## src/rtl/simon_pkg.sv

```systemverilog
// rtl/simon_pkg.sv - shared colour encoding, checker states and button decode
package simon_pkg;

   typedef enum logic [1:0] {
      RED    = 2'd0,
      GREEN  = 2'd1,
      BLUE   = 2'd2,
      YELLOW = 2'd3
   } colour_t;

   typedef enum logic [2:0] {
      IDLE,
      WAIT_PRESS,
      WAIT_RELEASE,
      DONE_PASS,
      DONE_FAIL
   } check_state_t;

   // Returns {valid, colour}; anything other than exactly one button is invalid.
   function automatic logic [2:0] onehot_to_colour(input logic [3:0] btn);
      logic [2:0] r;
      case (btn)
         4'b0001: r = {1'b1, RED};
         4'b0010: r = {1'b1, GREEN};
         4'b0100: r = {1'b1, BLUE};
         4'b1000: r = {1'b1, YELLOW};
         default: r = 3'b000;
      endcase
      return r;
   endfunction

endpackage

```

## src/rtl/btn_sync.sv

```systemverilog
// rtl/btn_sync.sv - two-flop button synchronizer with rising-from-idle press detect
module btn_sync (
   input  logic       clk,
   input  logic       reset,
   input  logic [3:0] btn_in,
   output logic [3:0] btn_s,
   output logic       press
);

   logic [3:0] sync1_q, sync1_d;
   logic [3:0] sync2_q, sync2_d;
   logic [3:0] prev_q, prev_d;

   always_comb begin
      sync1_d = btn_in;
      sync2_d = sync1_q;
      prev_d  = sync2_q;
   end

   always_ff @(posedge clk) begin
      if (reset) begin
         sync1_q <= 4'd0;
         sync2_q <= 4'd0;
         prev_q  <= 4'd0;
      end else begin
         sync1_q <= sync1_d;
         sync2_q <= sync2_d;
         prev_q  <= prev_d;
      end
   end

   assign btn_s = sync2_q;
   // Only a transition out of all-released counts, so chords during a hold are not presses.
   assign press = (sync2_q != 4'd0) && (prev_q == 4'd0);

endmodule

```

## src/rtl/input_check.sv

```systemverilog
// rtl/input_check.sv - checks player button presses against the stored colour sequence
module input_check
   import simon_pkg::*;
#(
   parameter int MAX_LEN = 33,
   parameter int TIMEOUT = 500
) (
   input  logic                   flash_clk,
   input  logic                   reset,
   input  logic                   start,
   input  logic [5:0]             round_len,
   input  logic [2*MAX_LEN-1:0]   segment,
   input  logic [3:0]             player_input,
   output logic                   busy,
   output logic                   press_valid,
   output logic [1:0]             press_colour,
   output logic [5:0]             idx,
   output logic                   pass,
   output logic                   fail
);

   localparam int              TW      = (TIMEOUT > 1) ? $clog2(TIMEOUT) : 1;
   localparam logic [TW-1:0]   TMAX    = TW'(TIMEOUT - 1);
   localparam logic [5:0]      LEN_MAX = 6'(MAX_LEN);
   localparam int              SW      = $clog2(2 * MAX_LEN);

   logic [3:0] btn_s;
   logic       press;
   logic [2:0] enc;
   logic [SW-1:0] seg_base;
   logic [1:0] expected;

   check_state_t  state_q, state_d;
   logic [5:0]    len_q, len_d;
   logic [5:0]    idx_q, idx_d;
   logic [TW-1:0] timer_q, timer_d;
   logic          busy_q, busy_d;
   logic          press_valid_q, press_valid_d;
   logic [1:0]    press_colour_q, press_colour_d;
   logic          press_ok_q, press_ok_d;
   logic          pass_q, pass_d;
   logic          fail_q, fail_d;

   btn_sync u_btn_sync (
      .clk    (flash_clk),
      .reset  (reset),
      .btn_in (player_input),
      .btn_s  (btn_s),
      .press  (press)
   );

   assign enc      = onehot_to_colour(btn_s);
   assign seg_base = SW'({idx_q, 1'b0});
   assign expected = segment[seg_base +: 2];

   // The press is registered first and judged a cycle later, so fail trails press_valid.
   always_comb begin
      state_d        = state_q;
      len_d          = len_q;
      idx_d          = idx_q;
      timer_d        = timer_q;
      press_valid_d  = 1'b0;
      press_colour_d = press_colour_q;
      press_ok_d     = press_ok_q;
      case (state_q)
         IDLE: begin
            if (start) begin
               if (round_len == 6'd0 || round_len > LEN_MAX) begin
                  state_d = DONE_FAIL;
               end else begin
                  len_d   = round_len;
                  idx_d   = 6'd0;
                  timer_d = '0;
                  state_d = WAIT_PRESS;
               end
            end
         end
         WAIT_PRESS: begin
            if (timer_q != TMAX) timer_d = timer_q + TW'(1);
            if (press) begin
               press_valid_d  = 1'b1;
               press_colour_d = enc[1:0];
               press_ok_d     = enc[2];
            end
            if (press_valid_q) begin
               if (press_ok_q && press_colour_q == expected) begin
                  idx_d   = idx_q + 6'd1;
                  timer_d = '0;
                  state_d = WAIT_RELEASE;
               end else begin
                  state_d = DONE_FAIL;
               end
            end else if (!press && timer_q == TMAX) begin
               state_d = DONE_FAIL;
            end
         end
         WAIT_RELEASE: begin
            timer_d = '0;
            if (btn_s == 4'd0) state_d = (idx_q == len_q) ? DONE_PASS : WAIT_PRESS;
         end
         default: state_d = IDLE;
      endcase
      busy_d = (state_d == WAIT_PRESS) || (state_d == WAIT_RELEASE);
      pass_d = (state_d == DONE_PASS);
      fail_d = (state_d == DONE_FAIL);
   end

   always_ff @(posedge flash_clk) begin
      if (reset) begin
         state_q        <= IDLE;
         len_q          <= 6'd0;
         idx_q          <= 6'd0;
         timer_q        <= '0;
         busy_q         <= 1'b0;
         press_valid_q  <= 1'b0;
         press_colour_q <= 2'd0;
         press_ok_q     <= 1'b0;
         pass_q         <= 1'b0;
         fail_q         <= 1'b0;
      end else begin
         state_q        <= state_d;
         len_q          <= len_d;
         idx_q          <= idx_d;
         timer_q        <= timer_d;
         busy_q         <= busy_d;
         press_valid_q  <= press_valid_d;
         press_colour_q <= press_colour_d;
         press_ok_q     <= press_ok_d;
         pass_q         <= pass_d;
         fail_q         <= fail_d;
      end
   end

   assign busy         = busy_q;
   assign press_valid  = press_valid_q;
   assign press_colour = press_colour_q;
   assign idx          = idx_q;
   assign pass         = pass_q;
   assign fail         = fail_q;

endmodule

```

## config.mk

```make
export PLATFORM = sky130hd
export DESIGN_NAME = input_check
export DESIGN_NICKNAME = d
export VERILOG_FILES = /design/src/rtl/simon_pkg.sv /design/src/rtl/btn_sync.sv /design/src/rtl/input_check.sv
export SDC_FILE = /design/constraint.sdc
export NUM_CORES = 1
export LEC_CHECK = 0
export ABC_AREA = 1
export ABC_CLOCK_PERIOD_IN_PS = 4300
export BUFFER_PORTS_ARGS = -buffer_cell sky130_fd_sc_hd__buf_4
export CAP_MARGIN = 20
export CORE_ASPECT_RATIO = 1.2
export CORE_MARGIN = 3
export CORE_UTILIZATION = 25
export CTS_CLUSTER_SIZE = 16
export DETAILED_ROUTE_END_ITERATION = 10
export GPL_ROUTABILITY_DRIVEN = 0
export SLEW_MARGIN = 0
export SYNTH_ARGS = -nofsm -noshare
export SYNTH_HDL_FRONTEND = slang
export SYNTH_SLANG_ARGS = --single-unit
```

## constraint.sdc

```tcl
create_clock -name flash_clk -period 4.3 [get_ports flash_clk]
set_input_delay 0 -clock flash_clk [delete_from_list [all_inputs] [get_ports flash_clk]]
set_output_delay 0 -clock flash_clk [all_outputs]
set_load 0.05 [all_outputs]
```

==> flow_summary.yaml <==
worst_setup_path:
  cp_cell_sequence: "inv_2 -> nand3_1 -> nand3_1 -> nand2_1 -> nor2_1 -> nand2_1 -> nand3_2 -> nand3_1 -> nand2_1 -> nor2_2 -> nand3_2 -> nand2_2 -> nand3_1 -> nor2_1"
  critPathTopFamily: "simple AND/OR/NAND/NOR gates"
  cp.arrival_ns: 2.83
  worstSetupStartpointType: "flop"
  crit_slowest_cell: "dfxtp_1"
  critPathMostFrequentCell: "nand3_1"
  max_stage_delay_ns: 0.85
  path_max_fanout: 23
  cp.required_ns: 4.51
  path_class: "reg -> reg"
  critPathBufInv: 1
  setup.worst_path.end_class: "flop"
clocking:
  clkLatencyLatePin_ns: 0.28
  cts.path.max_buffers: 2
  cts_setup_buffers: 0
  cts.htree.levels: 2
  tritoncts: "yes"
  cts_root_buf: "clkbuf_16"
  cts.clk_slew.worst_paths_ns: 0.06
  cts_made_buffers: 5
  clock_sinks: 43
  cts_resized: 0
yosys:
  syn_area_per_cell_sq_um: 6.08
  ys_types: 37
  syn-cell-area_sq_um: 2800
  yosysWarnings: 0
  ys_seq_area_share_pct: 30.7
  synth-seq-cells: 43
  syn_inst: 461
  syn-num-nets: 542
final_layout:
  drive_gt1_share_pct: 20.5
  nets: 628
  nFillCells: 1175
  multi_input_area_sq_um: 1600
  fin_cells: 676
  regArea_sq_um: 861
  synthToLayoutAreaGrowth_pct: 32.9
  utilization_pct: 34.7
  diodes: 0
placement:
  hpwlAfterDp_mm: 6.32
  place_inst: 665
  port_buffers: 90
flow_run:
  maxCapViolCount: 0
sta:
  setup_viol: 0
  fin_worst_skew_ns: 0.00651
  rsz0062_at_grt: "false"
  timing.fmax_mhz: 382
  maxSlewHeadroom_pct: 45.7
  period_needed_ns: 2.62
  fin_crit_sh_pct: 61.0
  final_max_slew_viol_count: 0
  setup_tns_ns: 0
  worst_slew_pin_slew_ns: 0.814
  finalHoldViolCount: 0
global_route:
  grt_max_degree: 41
  grt_usage_pct: 12.8
  grt_pass1_vias: 2960
  grt_pass1_wl_mm: 13.1
  antenna_found_initial: 0
  grt-ovfl-total: 0
die:
  die_x_microns: 103
  die_h_microns: 122
  core-area_sq_um: 10700
  initial_core_util_pct: 26.1
  boundaryPins: 91
  rows: 41
  dieArea_sq_um: 12500
pwr:
  p_per_area_nw_per_um2: 291
  peakVddDrop_uv: 197
  p_leak_uw: 0.00178
detailed_routing:
  drc: 0
  firstDrtPassIters: 4
  antenna_left: 0
  via_count: 3082
  viasPerCell: 4.56
  wl_per_cell_microns: 12.3
  routed_wl_mm: 8.28
  first_iter_violations: 150
hold_path:
  hp-class: "in -> reg"
run_status:
  outcome: "finished, final reports clean"
==> worst paths after layout <==
| kind | depth (start not counted) | endpoint | startpoint | slack (ns) |
|---|---|---|---|---|
| setup reg to reg | 14 | pass | idx[1] | 1.68 |
| setup / recovery | 14 | pass | idx[1] | 1.68 |
| hold reg to reg | 2 | u_btn_sync.btn_s[2] | u_btn_sync.sync1_q[2] | 0.40 |
| hold / removal | 3 | len_q[1] | round_len[1] | 0.02 |
==> final cells by class <==
cell class | instances | share of cell area (%)
inverter | 65 | 6.55
sequential | 43 | 23.1
timing repair buffer | 95 | 19.4
clock inverter | 2 | 0.370
tap | 129 | 4.33
multi-input combinational | 337 | 42.8
clock buffer | 5 | 3.36
==> what timing repair did <==
item | in CTS | in global routing
setup endpoints to repair | 0 | 0
endpoints found under the hold margin | 4 | 0
hold buffers | 4 | 0
==> metal layers <==
layer / wire length (microns) / up-vias / share of wire (%) / track usage, %
met2: 3780 / 104 / 46 / 22.3
met1: 3630 / 1316 / 44 / 15.0
met3: 676 / 18 / 8.2 / 2.92
li1: - / 1644 / - / -
met5: 0 / - / 0 / 0
met4: 194 / 0 / 2.3 / 4.68
==> placed cells by master, fill, tap and decap left out, types with 2 or more instances in the layout <==
master         count
nand2_1          144
buf_4             91
inv_1             62
nand3_1           51
nor2_1            47
dfxtp_1           43
a21oi_1           33
o21ai_0            6
nand4_1            6
nor3_1             6
xor2_1             5
clkbuf_16          5
a221oi_1           4
dlygate4sd3_1      4
nor4_1             3
nor2_2             3
o211ai_1           3
nand3b_1           3
or2_2              2
inv_2              2
nand2_2            2
nand3_2            2
o21ai_1            2
nand2_4            2
a211oi_1           2
o22ai_1            2
ha_1               2
==> cells by family after synthesis <==
family	after synthesis	share of synthesized area, %
flip-flops	43	30.7
AO/OA/AOI/OAI	56	11.9
XOR/XNOR	6	1.88
AND/OR/NAND/NOR	272	41.9
multiplexers	1	0.357
adder cells (fa/ha/maj)	2	0.893
buffers and inverters	81	12.3
==> cell usage after synthesis (all sizes together) <==
master | n | area [sq um]
a211oi | 3 | 35.0
a21oi | 33 | 165
a221oi | 4 | 35.0
a311oi | 1 | 8.76
and3 | 1 | 6.26
buf | 11 | 82.6
clkbuf | 5 | 18.8
clkinv | 1 | 3.75
dfxtp | 43 | 861
ha | 2 | 25.0
inv | 64 | 240
mux2i | 1 | 10.0
nand2 | 148 | 576
nand3 | 53 | 275
nand3b | 3 | 22.5
nand4 | 6 | 37.5
nor2 | 50 | 195
nor3 | 6 | 30.0
nor4 | 3 | 18.8
o211ai | 3 | 22.5
o21ai | 8 | 40.0
o21bai | 1 | 7.51
o22ai | 2 | 12.5
o31ai | 1 | 7.51
or2 | 2 | 12.5
xnor2 | 1 | 8.76
xor2 | 5 | 43.8
==> through the flow <==
step | hold WS [ns] | total power (uW) | worst slack [ns] | cell area (sq um)
floorplan | 0.107 | 638 | 2.10 | 2800
global placement | 0.203 | 731 | 1.76 | 3540
detailed placement | 0.208 | 734 | 1.68 | 3540
CTS | 0.00670 | 1100 | 1.67 | 3720
global route | 0.0193 | 1150 | 1.30 | 3720
finish | 0.0167 | 1080 | 1.68 | 3720
==> state kept, by name, summed over array words and instances, names as in the netlist <==
| signal | cells |
|---|---|
| timer_q | 9 |
| idx | 6 |
| len_q | 6 |
| u_btn_sync.btn_s | 4 |
| u_btn_sync.prev_q | 4 |
| u_btn_sync.sync1_q | 4 |
| state_q | 3 |
| press_colour | 2 |
| busy | 1 |
| fail | 1 |
| pass | 1 |
| press_ok_q | 1 |
| press_valid | 1 |
==> where the power goes <==
group	internal [uW]	leakage [uW]	switching (uW)
logic	122	0.00136	172
registers	415	0.000350	17.3
clock network	211	0.0000696	144
total	748	0.00178	334
==> worst min-delay path, cell delays in order <==
cell and delay [ns]:
buf_4 0.12, nand3_1 0.07, a21oi_1 0.06
Power figures use the tool's default switching activity.
